$ cat src/rtl/rst_seq_pkg.sv
// Shared types and helpers for the reset sequencer: FSM state encoding and
// the counter-width function used to size the hold/gap counter.
package rst_seq_pkg;

  typedef enum logic [1:0] {
    ST_ASSERT,
    ST_STRETCH,
    ST_RELEASE,
    ST_RUN
  } rst_state_t;

  // Bits needed to count up to max(hold, gap) inclusive.
  function automatic int cnt_width(input int hold, input int gap);
    int m;
    m = (hold > gap) ? hold : gap;
    return $clog2(m + 1);
  endfunction

endpackage

$ cat src/rtl/rst_seq_ctrl_sync.sv
// rst_sync_chain: NUM_STAGES-deep reset synchroniser. The D input of the first
// stage is tied high; every stage clears asynchronously on RESET low.
module rst_sync_chain #(
  parameter int NUM_STAGES = 2
) (
  input  logic CLK,
  input  logic RESET,
  output logic SYNC_OUT
);

  logic [NUM_STAGES-1:0] chain_q;
  logic [NUM_STAGES-1:0] chain_d;

  for (genvar i = 0; i < NUM_STAGES; i++) begin : g_stage
    if (i == 0) begin : g_head
      assign chain_d[i] = 1'b1;
    end else begin : g_link
      assign chain_d[i] = chain_q[i-1];
    end
  end

  always_ff @(posedge CLK or negedge RESET) begin
    if (!RESET) chain_q <= '0;
    else        chain_q <= chain_d;
  end

  assign SYNC_OUT = chain_q[NUM_STAGES-1];

endmodule

$ cat src/rtl/rst_seq_ctrl.sv
// rst_seq_ctrl: synchronised reset sequencer with staggered per-channel release.
// Optional per-channel software reset is built when RST_SEQ_SWRST_EN is defined.
module rst_seq_ctrl
  import rst_seq_pkg::*;
#(
  parameter int NUM_STAGES = 2,
  parameter int N_CH       = 4,
  parameter int STRETCH    = 16,
  parameter int GAP        = 8
) (
  input  logic            CLK,
  input  logic            RESET,
`ifdef RST_SEQ_SWRST_EN
  input  logic [N_CH-1:0] SW_RST,
`endif
  output logic [N_CH-1:0] SYNC_RESET,
  output logic            RST_DONE
);

  localparam int CW = cnt_width(STRETCH, GAP);
  localparam int RW = $clog2(N_CH + 1);

  if (NUM_STAGES < 2 || N_CH < 1 || N_CH > 16 || STRETCH < 1 || GAP < 0) begin : g_bad_params
    $error("rst_seq_ctrl: illegal parameter set");
  end

  logic rst_sync;

  rst_sync_chain #(.NUM_STAGES(NUM_STAGES)) u_sync (
    .CLK      (CLK),
    .RESET    (RESET),
    .SYNC_OUT (rst_sync)
  );

  rst_state_t      state_q, state_d;
  logic [CW-1:0]   cnt_q, cnt_d;
  logic [RW-1:0]   rel_q, rel_d;
  logic [N_CH-1:0] sync_reset_q, sync_reset_d;
  logic            rst_done_q, rst_done_d;
  logic            start_release;

  always_ff @(posedge CLK or negedge RESET) begin
    if (!RESET) begin
      state_q      <= ST_ASSERT;
      cnt_q        <= '0;
      rel_q        <= '0;
      sync_reset_q <= '0;
      rst_done_q   <= 1'b0;
    end else begin
      state_q      <= state_d;
      cnt_q        <= cnt_d;
      rel_q        <= rel_d;
      sync_reset_q <= sync_reset_d;
      rst_done_q   <= rst_done_d;
    end
  end

  // The ASSERT exit edge counts as the first hold cycle, so channel 0
  // releases on the (NUM_STAGES+STRETCH)-th edge after RESET rises.
  always_comb begin
    state_d       = state_q;
    cnt_d         = cnt_q;
    rel_d         = rel_q;
    start_release = 1'b0;
    case (state_q)
      ST_ASSERT: begin
        if (rst_sync) begin
          if (STRETCH == 1) begin
            start_release = 1'b1;
          end else begin
            state_d = ST_STRETCH;
            cnt_d   = CW'(1);
          end
        end
      end
      ST_STRETCH: begin
        if (cnt_q == CW'(STRETCH - 1)) start_release = 1'b1;
        else                           cnt_d = cnt_q + CW'(1);
      end
      ST_RELEASE: begin
        if (cnt_q == CW'(GAP)) begin
          rel_d = rel_q + RW'(1);
          cnt_d = CW'(1);
          if (rel_q == RW'(N_CH - 1)) state_d = ST_RUN;
        end else begin
          cnt_d = cnt_q + CW'(1);
        end
      end
      default: ;
    endcase
    if (start_release) begin
      cnt_d = CW'(1);
      if (GAP == 0 || N_CH == 1) begin
        rel_d   = RW'(N_CH);
        state_d = ST_RUN;
      end else begin
        rel_d   = RW'(1);
        state_d = ST_RELEASE;
      end
    end
  end

`ifdef RST_SEQ_SWRST_EN
  localparam int HW = $clog2(STRETCH + 1);

  logic [HW-1:0] hold_q [N_CH];
  logic [HW-1:0] hold_d [N_CH];

  always_ff @(posedge CLK or negedge RESET) begin
    if (!RESET) begin
      for (int unsigned k = 0; k < N_CH; k++) hold_q[k] <= '0;
    end else begin
      for (int unsigned k = 0; k < N_CH; k++) hold_q[k] <= hold_d[k];
    end
  end

  // A repeat request reloads the full hold count.
  always_comb begin
    for (int unsigned k = 0; k < N_CH; k++) begin
      hold_d[k] = hold_q[k];
      if (state_q == ST_RUN && SW_RST[k]) hold_d[k] = HW'(STRETCH);
      else if (hold_q[k] != '0)           hold_d[k] = hold_q[k] - HW'(1);
    end
  end
`endif

  always_comb begin
    for (int unsigned k = 0; k < N_CH; k++) sync_reset_d[k] = (32'(rel_d) > k);
    rst_done_d = (state_d == ST_RUN);
`ifdef RST_SEQ_SWRST_EN
    for (int unsigned k = 0; k < N_CH; k++) begin
      if (hold_d[k] != '0) begin
        sync_reset_d[k] = 1'b0;
        rst_done_d      = 1'b0;
      end
    end
`endif
  end

  assign SYNC_RESET = sync_reset_q;
  assign RST_DONE   = rst_done_q;

endmodule

$ cat config.mk
export PLATFORM = sky130hd
export DESIGN_NAME = rst_seq_ctrl
export DESIGN_NICKNAME = d
export VERILOG_FILES = /design/src/rtl/rst_seq_pkg.sv /design/src/rtl/rst_seq_ctrl_sync.sv /design/src/rtl/rst_seq_ctrl.sv
export SDC_FILE = /design/constraint.sdc
export NUM_CORES = 1
export LEC_CHECK = 0
export ABC_AREA = 1
export CORE_AREA = 2 2 40 69
export CTS_BUF_LIST = sky130_fd_sc_hd__clkbuf_2 sky130_fd_sc_hd__clkbuf_4 sky130_fd_sc_hd__clkbuf_8
export DETAILED_ROUTE_END_ITERATION = 6
export DIE_AREA = 0 0 42 71
export REMOVE_ABC_BUFFERS = 1
export SLEW_MARGIN = 15
export SYNTH_ARGS = -nofsm -noshare
export SYNTH_HDL_FRONTEND = slang
export SYNTH_HIERARCHICAL = 1
export SYNTH_SLANG_ARGS = --single-unit
$ cat constraint.sdc
create_clock -name CLK -period 1.51 [get_ports CLK]
set_input_delay 0.302 -clock CLK [delete_from_list [all_inputs] [get_ports CLK]]
set_output_delay 0.302 -clock CLK [all_outputs]
set_load 0.05 [all_outputs]
==> results <==
- The run finished, with violations left.
- The checks that failed: setup timing.
- The signed area change from the synthesized netlist to the final layout is 33.1%.
- For this run, design rule violations remaining after detail routing come to 0.
- The highest fanout seen on the critical path is 5.
- The overall routed net length is 1800 um.
- The sequential fraction of the synthesis area is 45.9%.
- The global placement routability congestion is 0.801.
- No sink is reached through more buffers than the 2 on the longest clock path.
- After detailed placement, the design holds a cell count of 144.
- The critical path class is register to register.
- In this run the power density over the cells is 1980 mW/mm2.
- For this run, the post-layout net count is 135.
- The number of search-and-repair iterations in the first detailed-routing pass is 2.
- The initial utilization of the core area, before any placement, comes to 38.1%.
- The wire-length estimate of the detail-placed layout is 1270 um.
- The startpoint type of the worst setup path is a register.
- Hold is met by 348 ps.
- The detailed router placed 718 vias in this run.
- The maximum level of the CTS H-tree is 1.
- TritonCTS built the clock tree.
- The largest net degree at the start of global routing is 18.
- In the final layout, the share of cells above drive strength 1 is 33.3%.
- For this run, the number of Yosys warnings is 6.
- The final-report hold violation count is 0.
- The initial antenna violation count came to 0.
- Clock skew on the completed layout was measured at 6.45 ps.
- Setup repair after global routing could not meet its margin everywhere.
- The worst hold path belongs to the class register to register.
- In the final layout, flip-flops and latches occupy 425 um2.
- Overall power consumption after layout is estimated at 2.44 mW.
- The post-synthesis cell area is 927 um2.
- The share of the clock period used by the worst path after layout is 101%.
- Row generation in the floorplan step produced 24 rows.
- The clock-pin slew on the worst setup and hold paths is 60 ps.
- Global routing finished with a remaining overflow of 0.
- The repair_antennas step left the layout with diodes totalling 0.
- The detail route stage leaves a number of antenna-violating nets equal to 0.
- The first global-routing pass estimated 3030 um of wire.
- The data arrival time of the worst path is 1690 ps.
- The area used by multi-input combinational logic is 460 um2.
- The max-slew violation total from the final report is 0.
- The global routing usage summed across all routing layers is 13.3%.
- The final setup violation count is 1.
- Using the TritonRoute via totals, the vias-per-cell ratio works out to 4.82.
- In the synthesized netlist, the number of instances is 105.
- The floorplan step set the die height to 71 um.
- Dividing the detail-routed wire length by the instance count gives 12.1 um.
- Setup total negative slack on the finished layout was measured at -13.9 ps.
- Max-cap violations in this run came to 0.
- The routed design could run at a clock period as short as 1520 ps.
- The nature of the critical path endpoint is a register.
- The core box area is 0.00243 mm2.
- The number of different library cells in the post-synthesis netlist is 21.
- At the worst endpoint, the required time is 1680 ps.
- The I/O pin count is 7.
- The total CTS buffers is 3.
- The maximum vdd drop is 1.03 mV.
- The clock net in this run drives a total of 17 sinks.
- The final cell count without fillers is 149.
- For this design the static power due to leakage is 0.679 nW.
- The number of filler instances in the final layout is 215.
- The average instance in the mapped netlist occupies 8.83 um2.
- In the post-route analysis, the smallest setup slack over all paths is -13.9 ps.
- Buffers placed on the I/O ports in this run total 6.
- In this run the horizontal extent of the chip is 42 um.
- The detailed router finished its first iteration with 10 violations.
- For this run, the top clock speed supported by timing is 0.656 GHz.
- The die covers 0.00298 mm2.
- The root buffer selected by CTS is sky130_fd_sc_hd__clkbuf_8.
- The via count of the first global-routing pass came to 740.
- After synthesis the netlist holds a flip-flop and latch count of 17.
- Leaving out fill and tap cells, the most frequent cells in the layout are 18 x sky130_fd_sc_hd__inv_1, 18 x sky130_fd_sc_hd__nand2_1, 17 x sky130_fd_sc_hd__dfrtp_1.
- At the later pin of the worst-skew pair, clock insertion delay measures 250 ps.
==> critical path: stages, from the launching register on <==
cell                      delay, ps
sky130_fd_sc_hd__dfrtp_1        380
sky130_fd_sc_hd__ha_2           200
sky130_fd_sc_hd__nand2_2         70
sky130_fd_sc_hd__nor2_1          40
sky130_fd_sc_hd__ha_2           180
sky130_fd_sc_hd__nand2_4         90
sky130_fd_sc_hd__nand4_1        140
sky130_fd_sc_hd__nor2_2         190
sky130_fd_sc_hd__nand2_1         80
sky130_fd_sc_hd__o21ai_1         80
==> what timing repair did <==
| action | in CTS | in global routing |
|---|---|---|
| hold buffers | 0 | 0 |
| setup endpoints to repair | 8 | 9 |
| gates resized for setup | 3 | 17 |
| setup buffers | 0 | 1 |
| pin swaps | 2 | 10 |
==> layout make-up <==
type,instances,share of cell area (%)
Tap cell,26,2.64
Inverter,24,7.51
Sequential cell,17,34.5
Clock buffer,4,3.96
Multi-Input combinational cell,64,37.3
Timing Repair Buffer,14,14.1
==> cell families (layout without fill, tap and decap cells) <==
family / count (synthesis) / in the layout / synth area share [%]
other: 1 / 1 / 0.404
buffers and inverters: 24 / 42 / 9.72
adders and majority gates: 9 / 9 / 12.1
and+or+nand+nor: 46 / 46 / 26.3
DFF: 17 / 17 / 45.9
AOI/OAI and AO/OA: 8 / 8 / 5.53
==> path summary, 6_finish.rpt <==
kind                            depth (start not counted)                 to  slack, ps         startpoint
worst max-delay path                                    9           cnt_q[1]        -10           cnt_q[1]
worst min register to register                          0  u_sync/chain_q[1]        350  u_sync/chain_q[0]
min in group asynchronous                               2           cnt_q[3]        380              RESET
worst min-delay path                                    0  u_sync/chain_q[1]        350  u_sync/chain_q[0]
max in group asynchronous                               2      SYNC_RESET[3]        940              RESET
worst max register to register                          9           cnt_q[1]        -10           cnt_q[1]
==> where the power goes <==
| group | internal (mW) | leakage [nW] | total, mW | switching (mW) |
|---|---|---|---|---|
| clock network | 0.205 | 0.0262 | 0.349 | 0.145 |
| logic | 0.582 | 0.432 | 1.39 | 0.804 |
| registers | 0.596 | 0.220 | 0.702 | 0.106 |
| total | 1.38 | 0.679 | 2.44 | 1.05 |
==> registers in the layout (all words and copies together), names as in the netlist <==
| name | cells |
|---|---|
| cnt_q | 5 |
| rel_q | 3 |
| u_sync/chain_q | 2 |
| state_q | 2 |
| RST_DONE | 1 |
| SYNC_RESET | 4 |
==> stage by stage <==
| stage | worst slack [ps] | instance area [um2] | util [%] |
|---|---|---|---|
| after floorplan | 20.6 | 927 | - |
| after global placement | -2.07 | 1120 | 46.1 |
| after detailed placement | -19.3 | 1120 | 46.1 |
| after CTS | -6.23 | 1180 | 48.6 |
| after global routing | -112 | 1230 | 50.7 |
| final | -13.9 | 1230 | 50.7 |
==> cells in the mapped netlist <==
library cell | n | share of area, %
sky130_fd_sc_hd__nor2_4 | 2 | 2.4
sky130_fd_sc_hd__nand3_4 | 1 | 1.9
sky130_fd_sc_hd__ha_1 | 9 | 12
sky130_fd_sc_hd__dfrtp_1 | 17 | 46
sky130_fd_sc_hd__a21oi_2 | 1 | 0.94
sky130_fd_sc_hd__inv_1 | 22 | 8.9
sky130_fd_sc_hd__nor2_1 | 2 | 0.81
sky130_fd_sc_hd__nand2_2 | 2 | 1.3
sky130_fd_sc_hd__nand3_2 | 1 | 1.1
sky130_fd_sc_hd__nand4_1 | 6 | 4.0
sky130_fd_sc_hd__o21ai_0 | 2 | 1.1
sky130_fd_sc_hd__nand3_1 | 7 | 3.8
sky130_fd_sc_hd__conb_1 | 1 | 0.40
sky130_fd_sc_hd__nor2_2 | 1 | 0.68
sky130_fd_sc_hd__or2_1 | 1 | 0.68
sky130_fd_sc_hd__and2_1 | 1 | 0.68
sky130_fd_sc_hd__inv_2 | 2 | 0.81
sky130_fd_sc_hd__o21ai_1 | 1 | 0.54
sky130_fd_sc_hd__a21oi_1 | 3 | 1.6
sky130_fd_sc_hd__nand2_1 | 22 | 8.9
sky130_fd_sc_hd__a31oi_2 | 1 | 1.3
==> metal layers <==
metal,GRT usage [%],up-vias,wire [um]
li1,-,362,-
met1,12.9,345,639
met2,25.5,7,1090
met3,2.81,4,33
met4,6.09,0,40
met5,0,-,0
Power figures use the tool's default switching activity.
